--- src/rtl/ss_shift_sequencer.sv ---
// Serializes a word into an external shift register and reassembles the word
// returned on sr_q DEPTH cycles later; abortable, freezable via ena.
module ss_shift_sequencer #(
    parameter int WIDTH = 8,
    parameter int DEPTH = 8
) (
    input  logic             clk,
    input  logic             rst_n,
    input  logic             ena,
    input  logic             start,
    input  logic             dir,
    input  logic             abort,
    input  logic [WIDTH-1:0] data_in,
    input  logic             sr_q,
    output logic             sr_data,
    output logic             sr_enable,
    output logic             sr_leftright,
    output logic             busy,
    output logic             done,
    output logic [WIDTH-1:0] data_out
);

    localparam int CW = $clog2(WIDTH + DEPTH);
    localparam int IW = (WIDTH > 1) ? $clog2(WIDTH) : 1;
    localparam logic [CW-1:0] CNT_LAST = CW'(WIDTH + DEPTH - 1);
    localparam logic [CW-1:0] CNT_W    = CW'(WIDTH);
    localparam logic [CW-1:0] CNT_D    = CW'(DEPTH);
    localparam logic [IW-1:0] IDX_MAX  = IW'(WIDTH - 1);

    typedef enum logic [1:0] {
        S_IDLE,
        S_SHIFT,
        S_DONE
    } state_t;

    state_t           state_q, state_d;
    logic [CW-1:0]    cnt_q, cnt_d;
    logic [WIDTH-1:0] tx_q, tx_d;
    logic [WIDTH-1:0] rx_q, rx_d;
    logic [WIDTH-1:0] data_out_q, data_out_d;
    logic             dir_q, dir_d;

    logic [CW-1:0]    rx_k;
    logic [IW-1:0]    tx_idx;
    logic [IW-1:0]    rx_idx;

    // Both bit pointers mirror for MSB-first so the loopback word comes back unchanged.
    always_comb begin
        rx_k   = cnt_q - CNT_D;
        tx_idx = dir_q ? (IDX_MAX - cnt_q[IW-1:0]) : cnt_q[IW-1:0];
        rx_idx = dir_q ? (IDX_MAX - rx_k[IW-1:0])  : rx_k[IW-1:0];
    end

    always_comb begin
        state_d    = state_q;
        cnt_d      = cnt_q;
        tx_d       = tx_q;
        rx_d       = rx_q;
        data_out_d = data_out_q;
        dir_d      = dir_q;
        case (state_q)
            S_IDLE: begin
                if (ena && start) begin
                    tx_d    = data_in;
                    dir_d   = dir;
                    cnt_d   = '0;
                    rx_d    = '0;
                    state_d = S_SHIFT;
                end
            end
            S_SHIFT: begin
                if (abort) begin
                    state_d = S_IDLE;
                end else if (ena) begin
                    if (cnt_q >= CNT_D) rx_d[rx_idx] = sr_q;
                    if (cnt_q == CNT_LAST) begin
                        // Final bit lands in the same edge, so publish rx_d, not rx_q.
                        data_out_d = rx_d;
                        state_d    = S_DONE;
                    end else begin
                        cnt_d = cnt_q + 1'b1;
                    end
                end
            end
            S_DONE: state_d = S_IDLE;
            default: state_d = S_IDLE;
        endcase
    end

    always_ff @(posedge clk) begin
        if (!rst_n) begin
            state_q    <= S_IDLE;
            cnt_q      <= '0;
            tx_q       <= '0;
            rx_q       <= '0;
            data_out_q <= '0;
            dir_q      <= 1'b0;
        end else begin
            state_q    <= state_d;
            cnt_q      <= cnt_d;
            tx_q       <= tx_d;
            rx_q       <= rx_d;
            data_out_q <= data_out_d;
            dir_q      <= dir_d;
        end
    end

    // Gated by rst_n so the shift-register controls are quiet while reset is held.
    assign sr_data      = rst_n && (state_q == S_SHIFT) && (cnt_q < CNT_W) && tx_q[tx_idx];
    assign sr_enable    = rst_n && (state_q == S_SHIFT) && ena;
    assign sr_leftright = rst_n && dir_q;
    assign busy         = rst_n && (state_q != S_IDLE);
    assign done         = rst_n && (state_q == S_DONE);
    assign data_out     = data_out_q;

endmodule
--- config.mk ---
export PLATFORM = sky130hd
export DESIGN_NAME = ss_shift_sequencer
export DESIGN_NICKNAME = d
export VERILOG_FILES = /design/src/rtl/ss_shift_sequencer.sv
export SDC_FILE = /design/constraint.sdc
export NUM_CORES = 1
export LEC_CHECK = 0
export ABC_AREA = 1
export ABC_CLOCK_PERIOD_IN_PS = 1670
export BUFFER_PORTS_ARGS = -buffer_cell sky130_fd_sc_hd__buf_2
export CAP_MARGIN = 25
export CORE_MARGIN = 2
export CORE_UTILIZATION = 54
export DETAILED_ROUTE_END_ITERATION = 10
export PLACE_DENSITY_LB_ADDON = 0.2
export REMOVE_ABC_BUFFERS = 1
export SYNTH_ARGS = -nofsm -noshare
export SYNTH_HDL_FRONTEND = slang
export SYNTH_SLANG_ARGS = --single-unit
--- constraint.sdc ---
create_clock -name clk -period 1.67 [get_ports clk]
set_input_delay 0.334 -clock clk [delete_from_list [all_inputs] [get_ports clk]]
set_output_delay 0.334 -clock clk [all_outputs]
set_load 0.005 [all_outputs]
==> Yosys cells after proc, flatten, opt, wreduce, memory -nomap -nowiden <==
Cells that the tools add are included.
{ "word_totals": {"output_inout_bits": 13, "wordCells": 64, "in_bits": 15, "regBits": 31} }
{ "op_classes": {"mux": 22, "n_eq_ne": 9, "n_bitwise": 1, "n_reduce_logical": 17, "magnitude_cmp": 5, "addsub": 4} }
{ "ops": {"columns": ["operator", "count"], "rows": [
  ["two-way mux 8 bit", 4],
  ["two-way mux 4 bit", 4],
  ["one-hot mux 8 bit (2 select lines)", 1],
  ["logical AND 1 bit", 9],
  ["bitwise mux 8 bit", 1],
  ["< comparator 3 x 4 -> 1 bit (second input constant)", 2],
  ["two-way mux 2 bit", 4],
  ["!= test 2 bit (second input constant)", 4],
  ["one-hot mux 4 bit (2 select lines)", 1],
  ["AND reduction 4 bit", 2],
  ["two-way mux 3 bit", 2],
  ["!= test 3 bit (second input constant)", 2],
  ["subtractor 3 bit (first input constant)", 2],
  ["AND reduction 5 bit", 1],
  ["adder 4 x 1 -> 4 bit (second input constant)", 1],
  ["equality test 4 bit (second input constant)", 1],
  [">= comparator 4 bit (second input constant)", 1],
  ["< comparator 4 bit (second input constant)", 1],
  ["one-hot mux 2 bit (2 select lines)", 1],
  ["nonzero test 2 bit", 2],
  ["binary-select mux 1 bit (select 3 bit)", 1],
  ["demux 1 bit (select 3 bit)", 1],
  [">= comparator 3 x 1 -> 1 bit (second input constant)", 1],
  ["AND reduction 3 bit", 1],
  ["7 further kinds", 8]
]} }

==> Depth between registers and ports, before layout <==
Gate-level depths: netlist of the first run.
{ "logic_depth": {"depth_word": 12, "ltp_mapped": 10, "depth_no_buf": 9} }

==> Worst setup path before layout of the first run <==
Ideal clock, no wire load.
{ "synth_timing": {"kind": "register -> output", "start": "register dir_q", "end": "output sr_data", "path_stages_with_launch": 11, "path_slack_ps": 244, "t_required_ps": 1336, "path_buffers": 1, "arrival_ps": 1092, "path_cell_list": "dfxtp_1 > buf_4 > inv_2 > nand2_1 > nand2_1 > nand2_1 > nand3_1 > nand2_1 > nand2_1 > nand2_1 > nor2_1"} }
{ "synth_via": {"elab_chain_len": 4} }
{ "synth_rtl": {"columns": ["item", "line", "source"], "rows": [
  ["start: declaration", "41", "logic dir_q, dir_d;"],
  ["start signal: assignment", "104", "dir_q <= dir_d;"],
  ["two-way mux 3 bit", "50", "tx_idx = dir_q ? (IDX_MAX - cnt_q[IW-1:0]) : cnt_q[IW-1:0];"],
  ["binary-select mux 1 bit (select 3 bit)", "109", "assign sr_data = rst_n && (state_q == S_SHIFT) && (cnt_q < CNT_W) && tx_q[tx_idx];"],
  ["two-way mux 1 bit (not written as such)", "109", null],
  ["logical AND 1 bit", "109", null],
  ["end: declaration", "15", "output logic sr_data,"]
]} }
Every way passes these cells. The select of a mux whose other input is x is not followed.

==> Final worst setup path of the first run <==
Ends and elaborated chain as after synthesis.

==> results.sh, run 1 <==
export IMPL_drtPass1Iterations=4
export IMPL_fin_crit_ns=1.81
export IMPL_port_buffers=27
export IMPL_timing_rr_start="dir_q"
export IMPL_synth_edf_count=0
export IMPL_ctsHoldBuffers=0
export IMPL_holdPathEnd="state_q[0]"
export IMPL_layout_drive_gt1_share_pct=24.2
export IMPL_tightest_slew_ns=0.284
export IMPL_hold_viol=0
export IMPL_pre_cts_ws_ns=0.0591
export IMPL_fin_crit_sh_pct=108
export IMPL_numCtsBuffers=5
export IMPL_holdWs_ns=0.217
export IMPL_crit_fanout=8
export IMPL_crit_family="flip-flops"
export IMPL_path_buf_inv=2
export IMPL_die_h_um=57.7
export IMPL_synth_top_area_share_pct=39.8
export IMPL_synthCells=241
export IMPL_grt_max_degree=21
export IMPL_r2r_cells=9
export IMPL_maxCapViolCount=0
export IMPL_cts_sinks=31
export IMPL_dp_hpwl_um=2490
export IMPL_cp_required_ns=1.34
export IMPL_clock_tree_root_cell="clkbuf_4"
export IMPL_r2r_end="data_out[5]"
export IMPL_relSlewSlack_pct=81.0
export IMPL_clock_skew_ns=0.0109
export IMPL_max_stage_delay_ns=0.42
export IMPL_fin_area_sq_mm=0.00192
export IMPL_drc_errors=0
export IMPL_r2r_slack_ns=0.07
export IMPL_antenna_left=0
export IMPL_min_path_cells=2
export IMPL_wl_per_cell_um=11.8
export IMPL_syn_to_final_growth_pct=23.5
export IMPL_antenna_found_initial=0
export IMPL_setup_viol=1
export IMPL_dieArea_sq_mm=0.00333
export IMPL_yosys_warnings=0
export IMPL_grt_pass1_vias=1524
export IMPL_hold_path_class="input pin to flop"
export IMPL_crit_path_cell_trace="inv_6 > nand2_2 > nand2_2 > nand2_1 > nand3_1 > a21oi_1 > nor2_1 > buf_2"
export IMPL_initial_core_util_pct=56.5
export IMPL_cts_max_path_buffers=2
export IMPL_power_leakage_nw=0.881
export IMPL_drtIter0Drc=104
export IMPL_yosys_top_cells_area="dfxtp_1 40%, nand2_1 16%, nor2_1 8.9%"
export IMPL_nets=296
export IMPL_fmax_mhz=554
export IMPL_htree_levels=2
export IMPL_synth_area_sq_mm=0.00156
export IMPL_worstSetupPathType="flop to output port"
export IMPL_antenna_cells=0
export IMPL_fin_cells=312
export IMPL_clock_latency_ns=0.34
export IMPL_finalMaxSlewViolations=0
export IMPL_rsz0062_at_grt="true"
export IMPL_synth_flop_cell="dfxtp_1"
export IMPL_syn_avg_cell_area_sq_um=6.46
export IMPL_via_per_inst=5.20
export IMPL_routed_wl_um=3690
export IMPL_cts_tree="yes"
export IMPL_start_kind="flop"
export IMPL_place_area_sq_mm=0.00174
export IMPL_status="complete, but fails checks"
export IMPL_ys_async_sr_fraction_pct=0
export IMPL_power_density_mw_per_mm2=811
export IMPL_vdd_drop_max_mv=0.722
export IMPL_utilization_pct=69.7
export IMPL_hp_start="ena"
export IMPL_power_mw=1.56
export IMPL_dp_cells=298
export IMPL_setup_slack_ns=-0.136
export IMPL_yosysSeqAreaShare_pct=39.8
export IMPL_failed_checks="setup timing"
export IMPL_fillers=249
export IMPL_synth_area_leader_cell="dfxtp_1"
export IMPL_grt_usage_pct=24.4
export IMPL_num_vias=1621
export IMPL_crit_path_frequent_cell="nand2_2"
export IMPL_setup_tns_ns=-0.136
export IMPL_ys_ff_latch=31
export IMPL_cpMaxStageDelayCell="dfxtp_4"
export IMPL_grt_overflow=0
export IMPL_synth_cell_types=21
export IMPL_io_pins=28
export IMPL_gp_congestion=0.875
export IMPL_clk_pin_slew_worst_paths_ns=0.09
export IMPL_grt_pass1_wl_um=6240
export IMPL_core_area_sq_mm=0.00276
export IMPL_arrival_ns=1.47
export IMPL_chipWidth_um=57.7
export IMPL_critPathCaptureType="output port"
export IMPL_rows=19
[flip-flops by register name, summed over array words and instances (netlist names)]
signal	flops
rx_q	8
state_q	2
dir_q	1
tx_q	8
cnt_q	4
data_out	8
[synth_stat cells (2+ instances only)]
master / count
nand2_1: 68
nand2_2: 2
nor3_1: 3
nand3_1: 22
o21ai_0: 18
dfxtp_1: 31
nor2_4: 3
inv_2: 2
buf_1: 2
nor2_1: 37
inv_1: 22
a21oi_1: 21
clkbuf_1: 2
[timing repair]
item | 4_1_cts | 5_1_grt
gates resized for setup | 9 | 13
pin swaps | 2 | 5
setup endpoints to repair | 1 | 8
buffers inserted | 5 | 1
[how the worst max path moves through the flow]
stage | start | to | slack, ns | depth (start not counted)
5_1_grt | dir_q | sr_data | -0.25 | 10
6_report | dir_q | sr_data | -0.14 | 8
3_5_place_dp | dir_q | sr_data | 0.06 | 8
2_1_floorplan | cnt_q[0] | data_out[0] | 0.26 | 8
3_3_place_gp | dir_q | sr_data | 0.12 | 10
4_1_cts | dir_q | sr_data | -0.08 | 10
[power by group]
group	total [mW]	switching [mW]	leakage, nW	internal [mW]
Combinational	0.176	0.109	0.579	0.0677
Sequential	0.769	0.0165	0.254	0.753
Clock	0.614	0.260	0.0482	0.353
Total	1.56	0.386	0.881	1.17
[layer usage]
metal	wire, um	up-vias	global-route usage, %
met2	1790	41	39.3
met1	1590	718	29.1
met4	104	0	13.6
met3	200	12	7.37
li1	-	850	-
met5	0	-	0
[cell type report]
| type | instances | area, sq um | share of cell area, % |
|---|---|---|---|
| clock buffers | 6 | 51.3 | 2.67 |
| clock inverters | 2 | 35.0 | 1.82 |
| inverters | 25 | 104 | 5.40 |
| multi-input cells | 180 | 851 | 44.2 |
| flip-flops and latches | 31 | 633 | 32.9 |
| well taps | 31 | 38.8 | 2.02 |
| repair buffers | 37 | 210 | 10.9 |
[kinds of logic after synthesis]
logic type	after synthesis	synth area share, %
AND/OR/NAND/NOR	138	38.2
buffers and inverters	30	7.63
flip-flops	31	39.8
AO/OA/AOI/OAI	40	12.9
XOR/XNOR	1	0.562
adder cells (fa/ha/maj)	1	0.803
[placed cells by master, fill, tap and decap left out]
cell type / synthesis / layout
a21oi_1: 21 / 21
a31oi_1: 1 / 1
buf_2: 0 / 27
buf_4: 1 / 10
bufinv_16: 0 / 1
clkbuf_4: 0 / 5
clkbuf_8: 0 / 1
clkinv_2: 0 / 1
dfxtp_1: 31 / 27
dfxtp_2: 0 / 1
dfxtp_4: 0 / 3
ha_1: 1 / 1
inv_1: 22 / 21
inv_2: 2 / 1
inv_4: 1 / 2
inv_6: 0 / 1
nand2_1: 68 / 59
nand2_2: 2 / 9
nand2_4: 0 / 2
nand3_1: 22 / 22
nand4_1: 1 / 1
nor2_1: 37 / 37
nor2_4: 3 / 3
nor3_1: 3 / 3
nor3_4: 1 / 1
nor3b_1: 1 / 1
o21ai_0: 18 / 18
xor2_1: 1 / 1
No activity file was read; power rests on OpenSTA's default activity.
==> inputs of run 2 (changes only) <==
==> constraint.sdc (replaced) <==
create_clock -name clk -period 1.67 [get_ports clk]
set_input_delay 0.2505 -clock clk [delete_from_list [all_inputs] [get_ports clk]]
set_output_delay 0.2505 -clock clk [all_outputs]
set_load 0.005 [all_outputs]
==> results.sh, run 2 (synthesized netlist as in run 1, its figures left out) <==
export IMPL_fin_cells=313
export IMPL_antenna_left=0
export IMPL_antenna_found_initial=0
export IMPL_clock_latency_ns=0.33
export IMPL_holdPathEnd="state_q[0]"
export IMPL_layout_drive_gt1_share_pct=26.2
export IMPL_critPathCaptureType="output port"
export IMPL_rsz0062_at_grt="true"
export IMPL_r2r_end="data_out[5]"
export IMPL_final_common_cell="nand2_1"
export IMPL_nets=297
export IMPL_fin_crit_sh_pct=101
export IMPL_antenna_cells=0
export IMPL_port_buffers=27
export IMPL_grt_overflow=0
export IMPL_arrival_ns=1.44
export IMPL_htree_levels=2
export IMPL_worstSetupPathType="flop to output port"
export IMPL_vdd_drop_max_mv=0.558
export IMPL_dp_cells=298
export IMPL_relSlewSlack_pct=78.8
export IMPL_timing_rr_start="cnt_q[0]"
export IMPL_status="complete, but fails checks"
export IMPL_via_per_inst=5.15
export IMPL_drtIter0Drc=64
export IMPL_fmax_mhz=591
export IMPL_rows=19
export IMPL_crit_path_cell_trace="inv_6 > nand2_4 > nand2_4 > nand2_2 > nand3_2 > nand2_1 > nand2_1 > nand2_1 > nor2_1 > buf_2"
export IMPL_hold_viol=0
export IMPL_setup_viol=1
export IMPL_routed_wl_um=3630
export IMPL_grt_usage_pct=23.4
export IMPL_numCtsBuffers=5
export IMPL_crit_fanout=7
export IMPL_io_pins=28
export IMPL_r2r_slack_ns=0.11
export IMPL_clock_skew_ns=0.00824
export IMPL_min_path_cells=2
export IMPL_cts_sinks=31
export IMPL_layout_common_cells="55 x nand2_1, 37 x nor2_1, 27 x dfxtp_1, 27 x buf_2"
export IMPL_wl_per_cell_um=11.6
export IMPL_grt_pass1_vias=1450
export IMPL_drc_errors=0
export IMPL_cp_required_ns=1.42
export IMPL_dp_hpwl_um=2430
export IMPL_clock_tree_root_cell="clkbuf_4"
export IMPL_hold_path_class="input pin to flop"
export IMPL_setup_tns_ns=-0.0231
export IMPL_chipWidth_um=57.7
export IMPL_initial_core_util_pct=56.5
export IMPL_r2r_cells=9
export IMPL_maxCapViolCount=0
export IMPL_dieArea_sq_mm=0.00333
export IMPL_syn_to_final_growth_pct=23.8
export IMPL_core_area_sq_mm=0.00276
export IMPL_cts_tree="yes"
export IMPL_utilization_pct=69.9
export IMPL_clk_pin_slew_worst_paths_ns=0.08
export IMPL_die_h_um=57.7
export IMPL_gp_congestion=0.856
export IMPL_finalMaxSlewViolations=0
export IMPL_hp_start="ena"
export IMPL_fin_crit_ns=1.69
export IMPL_start_kind="flop"
export IMPL_max_stage_delay_ns=0.39
export IMPL_grt_pass1_wl_um=6030
export IMPL_power_leakage_nw=0.878
export IMPL_tightest_slew_ns=0.317
export IMPL_drtPass1Iterations=4
export IMPL_ctsHoldBuffers=0
export IMPL_num_vias=1613
export IMPL_cpMaxStageDelayCell="dfxtp_4"
export IMPL_holdWs_ns=0.149
export IMPL_pre_cts_ws_ns=0.134
export IMPL_setup_slack_ns=-0.0231
export IMPL_failed_checks="setup timing"
export IMPL_grt_max_degree=21
export IMPL_cts_max_path_buffers=2
export IMPL_power_density_mw_per_mm2=707
export IMPL_crit_path_frequent_cell="nand2_1"
==> run 2: worst max path at each step <==
stage | start | endpoint | slack [ns] | depth (start not counted)
after floorplan | cnt_q[0] | data_out[0] | 0.26 | 8
after global placement | dir_q | sr_data | 0.16 | 8
after detailed placement | dir_q | sr_data | 0.13 | 8
after CTS | dir_q | sr_data | -0.00004 | 10
after global routing | dir_q | sr_data | -0.12 | 10
final | dir_q | sr_data | -0.02 | 10
==> run 2: what timing repair did <==
action | CTS | global route
gates resized for setup | 8 | 23
endpoints found under the setup margin | 1 | 1
endpoints found under the hold margin | 0 | 0
buffers inserted | 5 | 2
pin swaps | 2 | 6
==> run 2: per-layer routing <==
layer	GRT usage [%]	routed length [um]	part of all wire (%)
met1	28.3	1660	46
met2	39.9	1730	48
met3	6.25	163	4.5
met4	8.64	72	2.0
met5	0	0	0
==> run 2: metrics by stage <==
step | power, mW | instance area [sq um]
after floorplan | 0.876 | 1540
after global placement | 0.933 | 1740
after detailed placement | 0.935 | 1740
after CTS | 1.36 | 1840
after global routing | 1.44 | 1930
final | 1.36 | 1930
==> run 2: layout make-up <==
class,count,area [sq um]
clock inverters,1,5.00
inverters,25,104
well taps,31,38.8
repair buffers,38,221
multi-input cells,180,883
flip-flops and latches,31,631
clock buffers,7,45.0
fillers,245,830
==> run 2: critical path: cells and delay by family (launching register included) <==
kind | cells | cell delay, ns
buffers and inverters | 2 | 0.20
flip-flops | 1 | 0.39
AND/OR/NAND/NOR | 8 | 0.52
==> run 2: where the power goes <==
group	switching [mW]	internal [mW]	total, mW	leakage (nW)
clock	0.241	0.164	0.404	0.0293
combinational	0.114	0.0732	0.188	0.595
sequential	0.0163	0.754	0.771	0.254
==> inputs of run 3 (changes only) <==
- ABC_AREA: 1 -> default
- CORE_UTILIZATION: 54 -> 40
- MAX_ROUTING_LAYER: default -> met4
==> results.sh, run 3 <==
export IMPL_antenna_cells=0
export IMPL_maxCapViolCount=0
export IMPL_holdWs_ns=0.205
export IMPL_clock_skew_ns=0.00541
export IMPL_critPathCaptureType="output port"
export IMPL_final_common_cell="nand2_1"
export IMPL_fin_crit_ns=1.88
export IMPL_gp_congestion=0.767
export IMPL_yosys_top_cells_area="dfxtp_1 36%, mux2i_1 6.9%, nand2_1 6.5%"
export IMPL_numCtsBuffers=5
export IMPL_cpMaxStageDelayCell="or4_4"
export IMPL_synth_flop_cell="dfxtp_1"
export IMPL_vdd_drop_max_mv=0.323
export IMPL_power_leakage_nw=0.849
export IMPL_failed_checks="setup timing"
export IMPL_synth_area_leader_cell="dfxtp_1"
export IMPL_dp_hpwl_um=2780
export IMPL_hold_viol=0
export IMPL_core_area_sq_mm=0.00409
export IMPL_status="complete, but fails checks"
export IMPL_yosysMostFrequentCell="dfxtp_1"
export IMPL_clock_tree_root_cell="clkbuf_8"
export IMPL_port_buffers=27
export IMPL_clock_latency_ns=0.28
export IMPL_cts_tree="yes"
export IMPL_grt_pass1_wl_um=6580
export IMPL_fillers=411
export IMPL_syn_to_final_growth_pct=21.7
export IMPL_internal_power_mw=1.09
export IMPL_setup_viol=1
export IMPL_wl_per_cell_um=14.0
export IMPL_start_kind="flop"
export IMPL_synth_cell_types=42
export IMPL_num_vias=1584
export IMPL_fmax_mhz=531
export IMPL_cts_sinks=31
export IMPL_chipWidth_um=69.9
export IMPL_layout_common_cells="30 x nand2_1, 27 x dfxtp_1, 27 x buf_2"
export IMPL_synth_common_cells="31 x dfxtp_1, 30 x nand2_1, 17 x nand3_1, 17 x o21ai_1"
export IMPL_p_comb_share_pct=9.3
export IMPL_worstSetupPathType="flop to output port"
export IMPL_yosys_warnings=0
export IMPL_antenna_found_initial=0
export IMPL_routed_wl_um=4020
export IMPL_setup_slack_ns=-0.212
export IMPL_fin_cells=286
export IMPL_setup_tns_ns=-0.212
export IMPL_cts_max_path_buffers=2
export IMPL_yosysSeqAreaShare_pct=35.7
export IMPL_switching_share_pct=23.6
export IMPL_rsz0062_at_grt="true"
export IMPL_synth_edf_count=0
export IMPL_power_mw=1.42
export IMPL_rows=23
export IMPL_crit_fanout=12
export IMPL_utilization_pct=51.7
export IMPL_drtPass1Iterations=4
export IMPL_ys_ff_latch=31
export IMPL_grt_max_degree=27
export IMPL_p_switching_uw=337
export IMPL_fin_crit_sh_pct=113
export IMPL_clock_power_share_pct=37.2
export IMPL_antenna_left=0
export IMPL_nets=253
export IMPL_path_buf_inv=1
export IMPL_power_density_mw_per_mm2=673
export IMPL_synth_area_sq_mm=0.00174
export IMPL_layout_drive_gt1_share_pct=27.5
export IMPL_via_per_inst=5.54
export IMPL_grt_overflow=0
export IMPL_tightest_slew_ns=0.422
export IMPL_htree_levels=2
export IMPL_initial_core_util_pct=42.5
export IMPL_drc_errors=0
export IMPL_dp_cells=277
export IMPL_finalMaxSlewViolations=0
export IMPL_relSlewSlack_pct=71.7
export IMPL_hold_path_class="input pin to flop"
export IMPL_arrival_ns=1.63
export IMPL_grt_pass1_vias=1391
export IMPL_grt_usage_pct=17.3
export IMPL_ys_async_sr_fraction_pct=0
export IMPL_synth_top_area_share_pct=35.7
export IMPL_p_seq_share_pct=53.4
export IMPL_clk_pin_slew_worst_paths_ns=0.06
export IMPL_crit_path_cell_trace="or4_4 > a21o_1 > o21ai_1 > nor4_2 > buf_2"
export IMPL_io_pins=28
export IMPL_max_stage_delay_ns=0.52
export IMPL_crit_family="simple AND/OR/NAND/NOR gates"
export IMPL_drtIter0Drc=92
export IMPL_synthCells=202
export IMPL_syn_avg_cell_area_sq_um=8.60
export IMPL_dieArea_sq_mm=0.00489
export IMPL_cp_required_ns=1.42
export IMPL_die_h_um=69.9
-- run 3: metrics by stage --
step / instance area, sq um / worst slack (ns)
global route: 2110 / -0.316
floorplan: 1650 / -0.00803
CTS: 2080 / -0.243
detailed placement: 1960 / -0.0807
global placement: 1960 / -0.0260
finish: 2110 / -0.212
-- run 3: final timing paths --
| path | cells after the start | startpoint | slack, ns | end |
|---|---|---|---|---|
| max reg2reg | 5 | cnt_q[1] | 0.06 | cnt_q[1] |
| max | 5 | cnt_q[2] | -0.21 | sr_data |
| min reg2reg | 2 | data_out[1] | 0.44 | data_out[1] |
| min | 3 | dir | 0.21 | dir_q |
-- run 3: cells by family (layout without fill, tap and decap cells) --
logic type,Yosys count,after routing,synth area share (%)
AOI/OAI and AO/OA,53,53,21.0
adders and majority gates,1,1,0.720
buffers and inverters,20,54,5.76
DFF,31,31,35.7
muxes,12,12,6.91
and+or+nand+nor,85,85,30.0
-- run 3: power groups by stage --
stage | Clock (mW) | Sequential [mW] | Combinational (mW)
finish | 0.530 | 0.761 | 0.133
global placement | 0 | 0.779 | 0.130
floorplan | 0 | 0.781 | 0.0600
global route | 0.582 | 0.762 | 0.148
detailed placement | 0 | 0.780 | 0.130
CTS | 0.558 | 0.763 | 0.132
-- run 3: area by class of cell --
| type | count | area (sq um) | share of cell area, % |
|---|---|---|---|
| multi-input combinational | 151 | 1050 | 49.8 |
| sequential | 31 | 633 | 29.9 |
| timing repair buffer | 46 | 285 | 13.5 |
| clock buffer | 6 | 72.6 | 3.43 |
| tap | 50 | 62.6 | 2.96 |
| inverter | 2 | 7.51 | 0.355 |
-- run 3: metal layers --
layer / share of wire (%) / GRT usage, % / vias to the layer above
met2: 47 / 25.6 / 24
li1: - / - / 812
met1: 48 / 22.1 / 744
met5: 0 / - / -
met4: 1.1 / 7.05 / 0
met3: 3.2 / 5.19 / 4
-- run 3: what timing repair did --
item	4_1_cts	5_1_grt
endpoints found under the setup margin	9	4
hold buffers	0	0
pin swaps	3	2
setup buffers	3	0
gates cloned	0	0
resized for setup	11	8
hold endpoints to repair	0	0
-- run 3: worst min-delay path: stages --
cell and delay (ns):
buf_2 0.09, nand2_1 0.05, a21boi_1 0.05
